===== src/rtl/filter_coeff_sequencer.sv =====
// Coefficient shadow/active bank controller for the 5-tap IIR filter.
// Optional: FILTER_PRECISION_CLAMP_EN clamps precision writes to 1..30.
//
// state  | meaning
// RUN    | normal pass-through, waiting for pending commit + sync
// FLUSH  | filter state cleared, zero input, output muted
// SETTLE | samples flowing again, output still muted
module filter_coeff_sequencer #(
  parameter int FLUSH_CYCLES      = 8,
  parameter int SETTLE_CYCLES     = 16,
  parameter int DEFAULT_PRECISION = 8
) (
  input  logic        clk,
  input  logic        rst,
  input  logic        wr_en,
  input  logic [3:0]  wr_addr,
  input  logic [31:0] wr_data,
  input  logic        sync,
  input  logic [31:0] sample_in,
  output logic [31:0] filter_in,
  output logic        filter_clear,
  output logic        mute,
  output logic        pending,
  output logic        busy,
  output logic [31:0] coef_b0,
  output logic [31:0] coef_b1,
  output logic [31:0] coef_b2,
  output logic [31:0] coef_b3,
  output logic [31:0] coef_b4,
  output logic [31:0] coef_a1,
  output logic [31:0] coef_a2,
  output logic [31:0] coef_a3,
  output logic [31:0] coef_a4,
  output logic [31:0] a_precision,
  output logic [31:0] b_precision
);

  typedef enum logic [1:0] {RUN, FLUSH, SETTLE} state_t;

  state_t      state, next_state;
  logic [15:0] count;
  logic        swap;
  logic [31:0] wr_value;
  logic [31:0] shadow [0:10];
  logic [31:0] active [0:10];

  function automatic logic [31:0] reset_value(input int idx);
    if (idx == 0) return 32'(1) <<< DEFAULT_PRECISION;
    if (idx >= 9) return 32'(DEFAULT_PRECISION);
    return 32'd0;
  endfunction

  always_comb begin
    wr_value = wr_data;
`ifdef FILTER_PRECISION_CLAMP_EN
    // Filter rounding uses shift-1, so a zero shift is never valid.
    if (wr_addr == 4'd9 || wr_addr == 4'd10) begin
      if ($signed(wr_data) < 32'sd1)       wr_value = 32'd1;
      else if ($signed(wr_data) > 32'sd30) wr_value = 32'd30;
    end
`endif
  end

  always_comb begin
    next_state = state;
    swap       = 1'b0;
    unique case (state)
      RUN:    if (pending && sync) begin
                next_state = FLUSH;
                swap       = 1'b1;
              end
      FLUSH:  if (count == 16'd0) next_state = SETTLE;
      SETTLE: if (count == 16'd0) next_state = RUN;
      default: next_state = RUN;
    endcase
  end

  always_ff @(posedge clk or posedge rst) begin
    if (rst) begin
      state     <= RUN;
      count     <= 16'd0;
      pending   <= 1'b0;
      filter_in <= 32'd0;
    end else begin
      state <= next_state;
      if (swap)
        count <= 16'(FLUSH_CYCLES - 1);
      else if (state == FLUSH && count == 16'd0)
        count <= 16'(SETTLE_CYCLES - 1);
      else if (count != 16'd0)
        count <= count - 16'd1;
      // A commit on the swap edge re-arms pending for the next sync.
      if (wr_en && wr_addr == 4'd11 && wr_data[0])
        pending <= 1'b1;
      else if (swap)
        pending <= 1'b0;
      filter_in <= (next_state == FLUSH) ? 32'd0 : sample_in;
    end
  end

  always_ff @(posedge clk or posedge rst) begin
    if (rst) begin
      for (int i = 0; i < 11; i++) begin
        shadow[i] <= reset_value(i);
        active[i] <= reset_value(i);
      end
    end else begin
      if (wr_en && wr_addr <= 4'd10) shadow[wr_addr] <= wr_value;
      if (swap) active <= shadow;
    end
  end

  assign filter_clear = (state == FLUSH);
  assign mute         = (state != RUN);
  assign busy         = (state != RUN);

  assign coef_b0     = active[0];
  assign coef_b1     = active[1];
  assign coef_b2     = active[2];
  assign coef_b3     = active[3];
  assign coef_b4     = active[4];
  assign coef_a1     = active[5];
  assign coef_a2     = active[6];
  assign coef_a3     = active[7];
  assign coef_a4     = active[8];
  assign a_precision = active[9];
  assign b_precision = active[10];

endmodule

===== config.mk =====
export PLATFORM = sky130hd
export DESIGN_NAME = filter_coeff_sequencer
export DESIGN_NICKNAME = d
export VERILOG_FILES = /design/src/rtl/filter_coeff_sequencer.sv
export SDC_FILE = /design/constraint.sdc
export NUM_CORES = 2
export LEC_CHECK = 0
export CORE_AREA = 5 5 245 247
export DETAILED_ROUTE_END_ITERATION = 16
export DIE_AREA = 0 0 250 252
export GPL_TIMING_DRIVEN = 0
export PLACE_DENSITY = 0.83
export SYNTH_ARGS = -nofsm -noshare
export SYNTH_HDL_FRONTEND = slang
export SYNTH_SLANG_ARGS = --single-unit

===== constraint.sdc =====
create_clock -name clk -period 89.7 [get_ports clk]
set_input_delay 26.91 -clock clk [delete_from_list [all_inputs] [get_ports clk]]
set_output_delay 26.91 -clock clk [all_outputs]
set_load 0.03 [all_outputs]

== Word level (Yosys, flattened, before mapping) ==
Cells that the tools add are included.
Storage, ports and cells
  flip-flop bits (word level): 755
  logic and storage cells: 62
  input port bits: 72
  output and inout port bits: 388
Operators by class
  bitwise operators: 1
  mux-type cells: 15
  add/subtract/negate cells: 1
  equality and inequality tests: 4
  reduce and logical (&&, ||, !) cells: 12
  magnitude comparators: 3
Operators by type and width (count)
  bitwise mux 352 bit: 1
  demux 32 bit (select 4 bit): 1
  2-to-1 mux 32 bit: 2
  2-to-1 mux 16 bit: 3
  zero test 16 bit: 1
  nonzero test 16 bit: 1
  subtractor 16 x 1 -> 16 bit (second input constant): 1
  logical AND 1 bit: 6
  2-to-1 mux 2 bit: 3
  case mux 2 bit (3 select lines): 1
  >= comparator 5 bit (second input constant): 1
  less-than comparator 5 x 1 -> 1 bit (second input constant): 1
  inverter 4 -> 5 bit: 1
  == test 2 x 1 -> 1 bit (second input constant): 2
  == test 4 bit (second input constant): 1
  less-or-equal comparator 4 bit (second input constant): 1
  2-to-1 mux 1 bit: 4
  nonzero test 2 bit: 2
  nonzero test 3 bit: 1
  == test 2 bit (second input constant): 1
  zero test 2 bit: 1

== Depth between registers and ports, before layout ==
  depth after elaboration: 6
  mapped depth: 7
  mapped depth without buffers: 6

== Worst setup path before layout ==
OpenSTA, ideal clock, no wires.
  kind: input-to-reg
  start: input port wr_addr[2]
  end: register shadow[244] (netlist name)
  stages: 5
  path buffers: 2
  slack: 61558 ps
  required time: 89575 ps
  setup time: 125 ps
  arrival: 28017 ps
  path through: nor3b_2 > nor2b_1 > clkbuf_1 > buf_2 > mux2_2
On the way
  longest elaborated chain between the ends: 6
  elaborated cells on any way between the ends: 9
  classes of those cells: order compare (3); mux (3); bitwise (1); reduce/logical (2)
Ends and longest elaborated chain
  from (decl): RTL line 16  | input logic [3:0] wr_addr,
  inverter 4 -> 5 bit (implied by the code): RTL line 108  | if (wr_en && wr_addr <= 4'd10) shadow[wr_addr] <= wr_value;
  >= comparator 5 bit (implied by the code) or less-than comparator 5 x 1 -> 1 bit (tied branches): RTL line 108
  logical AND 1 bit (implied by the code): RTL line 108
  2-to-1 mux 32 bit (implied by the code): RTL line 108
  demux 32 bit (select 4 bit): RTL line 108
  bitwise mux 352 bit: RTL line 108
  to (signal, indexed assignment): RTL line 104  | shadow[i] <= reset_value(i);
  to (signal, indexed assignment): RTL line 108
  to (decl): RTL line 44  | logic [31:0] shadow [0:10];
Parallel ways exist; a longest one is shown, timed or not.
A chain may end at the register's enable or synchronous reset.

== Worst setup path after layout ==
  start: register state[1]
  end: output port filter_clear
On the way
  longest elaborated chain between the ends: 1
Ends and longest elaborated chain
  from (decl): RTL line 40  | state_t state, next_state;
  from (signal assigned): RTL line 85  | state <= next_state;
  == test 2 x 1 -> 1 bit: RTL line 113  | assign filter_clear = (state == FLUSH);
  to (decl): RTL line 21  | output logic filter_clear,
Every way passes these cells.

==> reports/metrics.sh <==
PLACEMENT_ROWS=88
NETLIST_INSTANCES=2456
MOSTFREQUENTLAYOUTCELL='nand2_1'
TIMING.CRITICAL_PATH.FROM='state[1]$_DFF_PP0_'
RUN_STATUS='completed'
PORT-BUFFER-COUNT=459
HOLDCRITPATHCLASS='register to register'
CTS_HOLD_REPAIR.BUFFERS=0
INTERNAL_POWER_uW=804
GRT_OVERFLOW_TOTAL=0
YOSYS_WARNINGS=0
CTS_TREE='built'
POST_CTS_BUFFERS=0
SYNTHDISTINCTLIBCELLS=45
CRITICAL_PATH.MAX_FANOUT=7
TOTALWIRELENGTH_MM=86.1
POWER.SHARE.SWITCHING_PCT=35.3
CRIT_PATH_END='filter_clear'
SLEW_HEADROOM_PCT=14.0
POST-PLACE-CELLS=3686
TIMING.FINAL.WS_SETUP_NS=60.48
NETLIST_AREA_UM2=28400
GRT_SETUP_UNREPAIRED='false'
MOSTFREQUENTLAYOUTCELLS='nand2_1, dfrtp_1, clkdlybuf4s50_1, mux2_2, clkbuf_1'
FLOORPLAN.CORE_AREA_UM2=57400
PERIOD_NEEDED_NS=29.23
NUMBER_OF_PINS_WITH_NEGATIVE_MAX_SLEW_SLACK_IN_THE_FINAL_REPORT=0
IR_WORST_VDD_mV=0.0269
CPPEAKSTAGEDELAY_NS=0.81
CTS.ROOT.BUFFER_CELL='clkbuf_16'
CTS.REPORTEDPATHS.CLKPINSLEW_NS=0.07
PLACEMENT.SETUP.WORST_SLACK_NS=60.06
LAYOUT_WORST_PATH_CYCLE_SHARE_PCT=32.6
N_FILL_CELL=4120
FINALNONFILLERCELLS=3836
R2R.WORST_PATH.CELLS=7
P_SW_uW=439
GRTUSAGETOTAL_PCT=27.0
SYNTHARSTFLOPSHARE_PCT=100
NUMCLOCKSINKS=755
REMAINING_DRC_ERRORS=0
SYN_TO_FINAL_GROWTH_PCT=29.7
FIRST_ITER_VIOLATIONS=1281
CELLS_TRAVERSED_ALONG_THE_WORST_TIMING_PATH='nor2b_1 > clkbuf_1 > clkdlybuf4s50_1'
WORST_PIN_SLEW_NS=1.29
SYNTH.NET_COUNT=2529
FIN_NETS=3074
SYNTHFLOPTYPE='dfrtp_1'
DRV.MAX_CAP_VIOLATION_COUNT=0
DETAILED_PLACE_HPWL_MM=60.9
SEQUENTIAL_FRACTION_OF_DESIGN_POWER_PCT=41.3
P_LEAK_nW=18.0
FINAL_AREA_UM2=36900
ENDPOINT_KIND='primary output'
CTS_BUFFERS=78
CRITPATHSLOWESTCELL='clkdlybuf4s50_1'
FINCLKSKEW_NS=0.0280
CLOCK_INSERTION_DELAY_WORST_SKEW_NS=0.62
DESIGN.DIE.AREA_UM2=63000
SHARE_COMB_OF_TOTAL_POWER_PCT=31.7
POST_DP_CELL_AREA_UM2=34200
SHARE_CLK_OF_TOTAL_POWER_PCT=27.0
FIRST_PASS_ITERS=7
INITIAL_ANTENNA_VIOLATION_COUNT=6
EDFF_COUNT_SYNTH=0
FINAL.SETUP.TNS_NS=0
FLOORPLAN.DIE.HEIGHT_UM=252
GRT_MAX_DEGREE=127
R2R_SETUP_SLACK_NS=87.04
CP_DATA_ARRIVAL_TIME_NS=2.31
CP-START-KIND='register'
CTS-ROOT-TO-SINK-BUFFERS=3
SETUP_VIOLATIONS=0
SYN_AREA_PER_CELL_UM2=11.6
WORSTREG2REGSTART='state[1]$_DFF_PP0_'
POST_CTS.RESIZED_INSTANCES=0
IOPINCOUNT=460
CRITPATHREQUIREDTIME_NS=62.79
NUMBER_OF_HOLD_SLACK_VIOLATIONS_IN_THE_FINAL_TIMING_REPORT=0
FIRST_GLOBAL_VIAS=21869
CLOCK.FMAX_MHz=34.2
INITIAL_CORE_UTIL_PCT=49.6
DETAILROUTE.VIA_COUNT=20219
WORSTSETUPPATHTYPE='register to primary output'
GRT_FIRST_PASS_WIRELENGTH_MM=131
P_PER_AREA_nW_PER_UM2=33.7
DIE_W_UM=250
CTS-HTREE-LEVELS=3
YOSYS_REGISTER_BITS=755
GP_ROUTABILITY_CONGESTION=0.884
DETAIL_ROUTE.WL_PER_CELL_UM=22.4
R2R-END='b_precision[0]$_DFFE_PP0P_'
FINAL_LAYOUT_SIZE_SUFFIX_GT1_SHARE_PCT=18.6
POST_DETAILED_ROUTE_COUNT_OF_ANTENNA_VIOLATING_NETS=0
SYNTH-SEQ-AREA-SHARE_PCT=66.5
VIAS_PER_CELL=5.27
-- power groups by stage --
stage               clock, mW  sequential (mW)  combinational (mW)
CTS                     0.340            0.512               0.398
detailed placement          0            0.516               0.394
floorplan                   0            0.619               0.102
global placement            0            0.512               0.384
global route            0.354            0.523               0.418
finish                  0.335            0.514               0.394
-- worst max-delay path: cells and delay by family, from the launching register on --
kind | cells | cell delay, ns
buffers and inverters | 2 | 1.21
flip-flops | 1 | 0.39
AND/OR/NAND/NOR | 1 | 0.12
-- cells in the mapped netlist (2+ instances only) --
library cell,n,share of area (%)
mux2_2,345,14
buf_2,64,1.1
a21oi_1,7,0.12
nand3_1,5,0.088
dfrtp_1,749,66
nand3b_1,3,0.079
mux2i_1,2,0.070
nor3_2,2,0.070
inv_1,6,0.079
nand4_1,2,0.044
dfstp_2,6,0.55
nand2_1,1071,14
nor2_1,18,0.24
nand2b_1,7,0.15
o31ai_1,2,0.053
buf_6,7,0.28
o21ai_0,2,0.035
nor4_1,2,0.044
and2_1,32,0.70
clkbuf_1,83,1.1
xor2_1,3,0.092
or3_1,3,0.066
mux2_1,8,0.32
nor2b_1,5,0.11
nor4_4,2,0.15
-- worst min path at each step --
stage                                  startpoint  slack (ns)  cells past startpoint                     endpoint
final                      shadow[75]$_DFFE_PP0P_        0.46                      2      coef_a4[11]$_DFFE_PP0P_
after global placement      shadow[3]$_DFFE_PP1P_        0.44                      2   b_precision[3]$_DFFE_PP1P_
after global routing       shadow[12]$_DFFE_PP0P_        0.49                      2  b_precision[12]$_DFFE_PP0P_
after detailed placement  shadow[313]$_DFFE_PP0P_        0.45                      2      coef_b1[25]$_DFFE_PP0P_
after CTS                  shadow[75]$_DFFE_PP0P_        0.45                      2      coef_a4[11]$_DFFE_PP0P_
after floorplan           shadow[248]$_DFFE_PP0P_        0.43                      2      coef_b3[24]$_DFFE_PP0P_
-- area by class of cell --
class | instances | area [um2] | area share (%)
Antenna cell | 8 | 20.0 | 0.0543
Buffer | 155 | 718 | 1.95
Clock buffer | 108 | 2250 | 6.09
Clock inverter | 34 | 440 | 1.19
Inverter | 6 | 30.0 | 0.0815
Multi-Input combinational cell | 1540 | 8790 | 23.8
Sequential cell | 755 | 18900 | 51.3
Tap cell | 765 | 957 | 2.60
Timing Repair Buffer | 465 | 4760 | 12.9
-- per-layer routing --
layer	wire, um	global-route usage, %	up-vias
met5	0	0	-
met4	3340	10.5	0
met3	6440	6.90	201
met2	42800	46.1	775
met1	33400	33.5	10327
li1	-	-	8916
-- kinds of logic after synthesis --
kind of cell,Yosys count,synth area share [%]
AOI/OAI and AO/OA,16,0.365
xor gates and xnor gates,4,0.123
adders and majority gates,1,0.0440
buffers and inverters,161,2.61
DFF,755,66.5
muxes,355,14.1
and+or+nand+nor,1164,16.3
-- metrics by stage --
stage	util [%]	hold slack, ns	total power, mW
after floorplan	-	0.432	0.721
after global placement	59.2	0.440	0.896
after detailed placement	59.5	0.448	0.910
after CTS	64.2	0.454	1.25
after global routing	64.2	0.486	1.30
final	64.3	0.456	1.24
-- flip-flops by register name, summed over array words and instances, names as in the netlist, 16 cells and up --
signal       count
a_precision     32
b_precision     32
coef_a1         32
coef_a2         32
coef_a3         32
coef_a4         32
coef_b0         32
coef_b1         32
coef_b2         32
coef_b3         32
coef_b4         32
count           16
filter_in       32
shadow         352
(Power assumes the default switching activity.)
